===== src/rtl/seg7_scan_driver.sv =====
`default_nettype none
// ============================================================================
//  Module   : seg7_scan_driver
//  Purpose  : Time-multiplexed driver for an N-digit 7-segment display.
//             Double-buffered digit values (pending -> shadow at frame
//             boundaries), BCD/hex decode, leading-zero blanking, per-digit
//             decimal points and selectable common-anode polarity.
//  Ports    : clk, rst          - clock, synchronous active-high reset
//             en                - scan enable (0 blanks and freezes scanning)
//             load              - strobe capturing digits_in / dp_in
//             digits_in, dp_in  - nibble k / bit k belong to digit k
//             hex_mode          - 1: A..F glyphs, 0: 10..15 shown as F
//             blank_lz          - 1: blank leading zeros
//             segment_out       - {g,f,e,d,c,b,a}, registered
//             dp_out, digit_sel - decimal point / one-hot digit, registered
//             frame_done        - one-cycle pulse when the scan wraps
//  Revision : 1.0  initial release
// ============================================================================
module seg7_scan_driver #(
    parameter int NUM_DIGITS   = 4,
    parameter int PRESCALE     = 1000,
    parameter bit COMMON_ANODE = 1'b0
) (
    input  logic                    clk,
    input  logic                    rst,
    input  logic                    en,
    input  logic                    load,
    input  logic [4*NUM_DIGITS-1:0] digits_in,
    input  logic [NUM_DIGITS-1:0]   dp_in,
    input  logic                    hex_mode,
    input  logic                    blank_lz,
    output logic [6:0]              segment_out,
    output logic                    dp_out,
    output logic [NUM_DIGITS-1:0]   digit_sel,
    output logic                    frame_done
);

    localparam int c_idx_w = (NUM_DIGITS > 1) ? $clog2(NUM_DIGITS) : 1;
    localparam int c_ps_w  = $clog2(PRESCALE);

    localparam logic [c_ps_w-1:0]     c_ps_last  = c_ps_w'(PRESCALE - 1);
    localparam logic [c_idx_w-1:0]    c_idx_last = c_idx_w'(NUM_DIGITS - 1);
    localparam logic [6:0]            c_seg_off  = {7{COMMON_ANODE}};
    localparam logic [NUM_DIGITS-1:0] c_sel_off  = {NUM_DIGITS{COMMON_ANODE}};
    localparam logic                  c_dp_off   = COMMON_ANODE;
    localparam logic [6:0]            c_seg_err  = 7'b1110001;

    logic [c_ps_w-1:0]       r_prescale;
    logic [c_idx_w-1:0]      r_index;
    logic [4*NUM_DIGITS-1:0] r_pending;
    logic [NUM_DIGITS-1:0]   r_pending_dp;
    logic [4*NUM_DIGITS-1:0] r_shadow;
    logic [NUM_DIGITS-1:0]   r_shadow_dp;
    logic [6:0]              r_segment;
    logic                    r_dp;
    logic [NUM_DIGITS-1:0]   r_digit_sel;
    logic                    r_frame_done;

    logic                    w_step;
    logic                    w_wrap;
    logic [3:0]              w_nibble;
    logic                    w_dp;
    logic [NUM_DIGITS-1:0]   w_sel;
    logic                    w_zero;
    logic                    w_blank;
    logic [6:0]              w_dec;
    logic [6:0]              w_seg;

    assign w_step = en && (r_prescale == c_ps_last);
    assign w_wrap = w_step && (r_index == c_idx_last);

    // Select the active digit and decide blanking. Walking from the most
    // significant digit down, w_zero stays set while every nibble from the
    // top down to k is zero, which is exactly the leading-zero condition.
    always_comb begin
        w_nibble = 4'h0;
        w_dp     = 1'b0;
        w_sel    = '0;
        w_zero   = 1'b1;
        w_blank  = 1'b0;
        for (int k = NUM_DIGITS - 1; k >= 0; k--) begin
            w_zero = w_zero && (r_shadow[4*k +: 4] == 4'h0);
            if (r_index == c_idx_w'(k)) begin
                w_nibble = r_shadow[4*k +: 4];
                w_dp     = r_shadow_dp[k];
                w_sel[k] = 1'b1;
                w_blank  = blank_lz && w_zero && (k != 0);
            end
        end
    end

    // Glyph order {g,f,e,d,c,b,a}; F doubles as the non-hex error glyph.
    always_comb begin
        w_dec = c_seg_err;
        case (w_nibble)
            4'h0: w_dec = 7'b0111111;
            4'h1: w_dec = 7'b0000110;
            4'h2: w_dec = 7'b1011011;
            4'h3: w_dec = 7'b1001111;
            4'h4: w_dec = 7'b1100110;
            4'h5: w_dec = 7'b1101101;
            4'h6: w_dec = 7'b1111101;
            4'h7: w_dec = 7'b0000111;
            4'h8: w_dec = 7'b1111111;
            4'h9: w_dec = 7'b1101111;
            4'hA: w_dec = hex_mode ? 7'b1110111 : c_seg_err;
            4'hB: w_dec = hex_mode ? 7'b1111100 : c_seg_err;
            4'hC: w_dec = hex_mode ? 7'b0111001 : c_seg_err;
            4'hD: w_dec = hex_mode ? 7'b1011110 : c_seg_err;
            4'hE: w_dec = hex_mode ? 7'b1111001 : c_seg_err;
            default: w_dec = c_seg_err;
        endcase
        w_seg = w_blank ? 7'b0000000 : w_dec;
    end

    always_ff @(posedge clk) begin
        if (rst) begin
            r_prescale   <= '0;
            r_index      <= '0;
            r_pending    <= '0;
            r_pending_dp <= '0;
            r_shadow     <= '0;
            r_shadow_dp  <= '0;
            r_frame_done <= 1'b0;
            r_segment    <= c_seg_off;
            r_dp         <= c_dp_off;
            r_digit_sel  <= c_sel_off;
        end else begin
            if (load) begin
                r_pending    <= digits_in;
                r_pending_dp <= dp_in;
            end

            // Shadow only moves between frames while scanning; a load on
            // that same edge bypasses pending so it is not a frame late.
            if (!en || w_wrap) begin
                r_shadow    <= load ? digits_in : r_pending;
                r_shadow_dp <= load ? dp_in     : r_pending_dp;
            end

            if (w_step) begin
                r_prescale <= '0;
                r_index    <= w_wrap ? '0 : r_index + c_idx_w'(1);
            end else if (en) begin
                r_prescale <= r_prescale + c_ps_w'(1);
            end

            r_frame_done <= w_wrap;

            // Outputs sample the pre-edge index, so segment data and
            // digit_sel always change on the same edge.
            if (en) begin
                r_segment   <= w_seg ^ c_seg_off;
                r_dp        <= w_dp ^ c_dp_off;
                r_digit_sel <= w_sel ^ c_sel_off;
            end else begin
                r_segment   <= c_seg_off;
                r_dp        <= c_dp_off;
                r_digit_sel <= c_sel_off;
            end
        end
    end

    assign segment_out = r_segment;
    assign dp_out      = r_dp;
    assign digit_sel   = r_digit_sel;
    assign frame_done  = r_frame_done;

endmodule
`default_nettype wire


===== config.mk =====
export PLATFORM = sky130hd
export DESIGN_NAME = seg7_scan_driver
export DESIGN_NICKNAME = d
export VERILOG_FILES = /design/src/rtl/seg7_scan_driver.sv
export SDC_FILE = /design/constraint.sdc
export NUM_CORES = 1
export LEC_CHECK = 0
export CORE_UTILIZATION = 30
export CTS_CLUSTER_DIAMETER = 100
export DETAILED_ROUTE_END_ITERATION = 16
export GPL_TIMING_DRIVEN = 0
export SETUP_SLACK_MARGIN = 0.1
export SYNTH_ARGS = -nofsm -noshare
export SYNTH_HDL_FRONTEND = slang
export SYNTH_SLANG_ARGS = --single-unit

===== constraint.sdc =====
create_clock -name clk -period 2.6 [get_ports clk]
set_clock_uncertainty 0.05 [all_clocks]
set_input_delay 0.26 -clock clk [delete_from_list [all_inputs] [get_ports clk]]
set_output_delay 0.26 -clock clk [all_outputs]
set_load 0.03 [all_outputs]

==> flow_summary.ini <==
[worst_setup_path]
crit_buf_inv = 2
ff2ff_setup_slack_ns = 0.30
worstPathArrival_ns = 2.50
crit_path_start_kind = flip-flop
r2r_cells = 8
worstSetupPathType = reg -> reg
cp_max_fo = 10
max_stage_delay_ns = 0.41
crit_chain = inv_1, ha_1, buf_2, nand3b_1, a221o_1, and2_1, o21bai_1, a221oi_1
reg2reg_from = r_index[0]
required_ns = 2.81
timing.rr.end = segment_out[5]
crit_family = compound AO/OA/AOI/OAI gates
endpoint_kind = flip-flop
cpMaxStageDelayCell = a221o_1

[sta]
min_period_over_period_pct = 88.33
fin_crit_ns = 2.297
rsz0062_at_grt = false
finalHoldViolCount = 0
final.setup.tns_ns = 0
holdWs_ns = 0.2007
tightest_slew_ns = 0.8665
fmax_ghz = 0.4354
slew_violations = 0
slew_headroom_pct = 42.23
setup_viol = 0

[logic_synthesis]
synth_flop_cell = dfxtp_1
synth_compound_gate_area_share_pct = 17.84
yosysSeqAreaShare_pct = 45.59
synthSimpleGateAreaFrac_pct = 17.93
syn-num-nets = 325
synth_edf_count = 0
yosys_warnings = 0
netlist_area_um2 = 2854
avgSynthCellArea_um2 = 9.707
synthAdderAreaFrac_pct = 2.192
synthArstFlopShare_pct = 0
ys_ff_latch = 65
netlist-cell-type-count = 44
synthXorXnorAreaFrac_pct = 3.069
synthMuxAreaShare_pct = 7.716
synth_top_family_by_area = simple AND/OR/NAND/NOR gates
syn_inst = 294

[global_routing]
grt-ovfl-total = 0
grt_pass1_vias = 2221
antenna_found_initial = 0
grt_first_pass_wirelength_mm = 10.54
grt_use_total_pct = 13.71
grt_max_degree = 13

[drt]
viasPerCell = 4.650
drtIter0Drc = 94
vias = 2204
dr.pass1.iters = 4
drc_errors = 0
wl_per_cell_um = 12.90
finalWirelength_mm = 6.115
ant_nets = 0

[clocking]
htreeDepth = 3
post-cts-setup-buffer-count = 0
cts_tree = done
cts_max_path_buffers = 2
cts.root.buffer_cell = clkbuf_8
clkTransAtPathRegs_ns = 0.08
cts_buffers = 9
cts_sinks = 65
clk_latency_ns = 0.35

[floorplanning]
die_w_um = 99.54
start_util_pct = 30.89
die-height_um = 99.54
core_area_um2 = 9240
rows = 35
dieArea_um2 = 9907
top_level_ports = 39

[place]
dp_cells = 458
portBuffers = 35
dpl.hpwl_mm = 4.435
routabilityCongestion = 0.7930

[finish]
syn_to_final_growth_pct = 27.84
final_layout_size_suffix_gt1_share_pct = 16.52
instances_no_fill = 474
nFillCells = 924
final_nets = 371
fin_util_pct = 39.49
diodes = 0

[min_path]
min_path_cells = 3
min_to = r_prescale[0]
hp-class = in -> reg
worstHoldStart = en

[job]
maxCapViolations = 0

[power]
total_power_uw = 2416
p_leak_uw = 0.001378
ir_worst_vdd_v = 0.0002827
p_per_area_nw_per_um2 = 662.2

[status]
status = finished, final reports clean
layer usage:
metal	track usage, %	wire length (um)	up-vias
met5	0	0	-
met4	3.733	57	0
li1	-	-	1126
met2	23.13	2937	41
met1	16.09	2852	1031
met3	5.552	267	6
cell usage in the layout (no fill, tap or decap), types with 5 or more instances in the layout:
cell type / n
dfxtp_1: 65
nor2_1: 59
clkdlybuf4s50_1: 35
mux2i_1: 22
a211oi_2: 21
inv_1: 10
clkbuf_8: 10
nand2_1: 9
clkbuf_1: 8
a21oi_1: 7
nor3_1: 6
o21ai_0: 6
and2_1: 6
xnor2_1: 6
nor3b_1: 5
buf_2: 5
nand3b_1: 5
ha_1: 5
how the worst max path moves through the flow:
stage / from / end / slack (ns) / cells after the start
3_3_place_gp: r_index[0] / segment_out[1] / 0.20 / 8
3_5_place_dp: r_index[0] / segment_out[1] / 0.22 / 8
4_1_cts: r_index[0] / segment_out[1] / 0.22 / 8
6_report: r_index[0] / segment_out[5] / 0.30 / 8
5_1_grt: r_index[0] / segment_out[6] / 0.12 / 8
2_1_floorplan: r_index[0] / segment_out[1] / 0.56 / 8
tightest hold or removal path: stages:
cell and delay [ns]:
buf_4 0.15, xnor2_1 0.07, nor2_1 0.07
repair_timing:
action / CTS / global route
gates resized for setup: 0 / 5
hold buffers: 0 / 0
setup endpoints to repair: 0 / 3
Yosys cell counts (2+ instances only):
library cell,number,area (um^2)
a211oi_1,5,37.54
xnor2_1,6,52.55
nand2_1,9,33.78
a221o_1,2,20.02
a21oi_1,7,35.03
o21ai_0,6,30.03
nor2_1,59,221.5
clkbuf_1,8,30.03
nand3b_1,5,37.54
a211oi_2,20,250.2
buf_4,4,30.03
xor2_1,4,35.03
dfxtp_1,65,1301
nor3b_1,5,37.54
a221oi_1,5,43.79
mux2i_1,22,220.2
nor3_1,6,30.03
buf_2,5,25.02
a22o_1,2,17.52
buf_6,3,33.78
nand3_1,4,20.02
and2_1,6,37.54
nor4_1,2,12.51
inv_1,10,37.54
ha_1,5,62.56
sequential cells by signal (all words and copies together) (netlist names):
register      cells
r_shadow_dp       4
r_prescale       10
frame_done        1
r_pending_dp      4
r_pending        16
r_index           2
r_shadow         16
dp_out            1
segment_out       7
digit_sel         4
final cells by class:
type | instances | area (um^2) | area share, %
Multi-Input combinational cell | 198 | 1421 | 38.96
Sequential cell | 65 | 1301 | 35.67
Timing Repair Buffer | 35 | 350.3 | 9.602
Tap cell | 129 | 161.4 | 4.424
Clock buffer | 10 | 137.6 | 3.772
Buffer | 21 | 123.9 | 3.395
Clock inverter | 6 | 115.1 | 3.155
Inverter | 10 | 37.54 | 1.029
kinds of logic after synthesis:
group / after synthesis
buffers and inverters: 31
AND/OR/NAND/NOR: 106
XOR/XNOR: 10
adder cells (fa/ha/maj): 5
multiplexers: 22
flip-flops: 65
AO/OA/AOI/OAI: 55
power breakdown:
part / switching, uW / internal [uW]
combinational: 145 / 125
sequential: 25.6 / 1050
clock: 407 / 666
total: 578 / 1840
stage by stage:
stage | area (um^2) | worst slack [ns]
6_report | 3649 | 0.3033
5_1_grt | 3649 | 0.1226
4_1_cts | 3618 | 0.2214
3_5_place_dp | 3366 | 0.2190
3_3_place_gp | 3366 | 0.1996
2_1_floorplan | 2854 | 0.5639
Power figures use the tool's default switching activity.
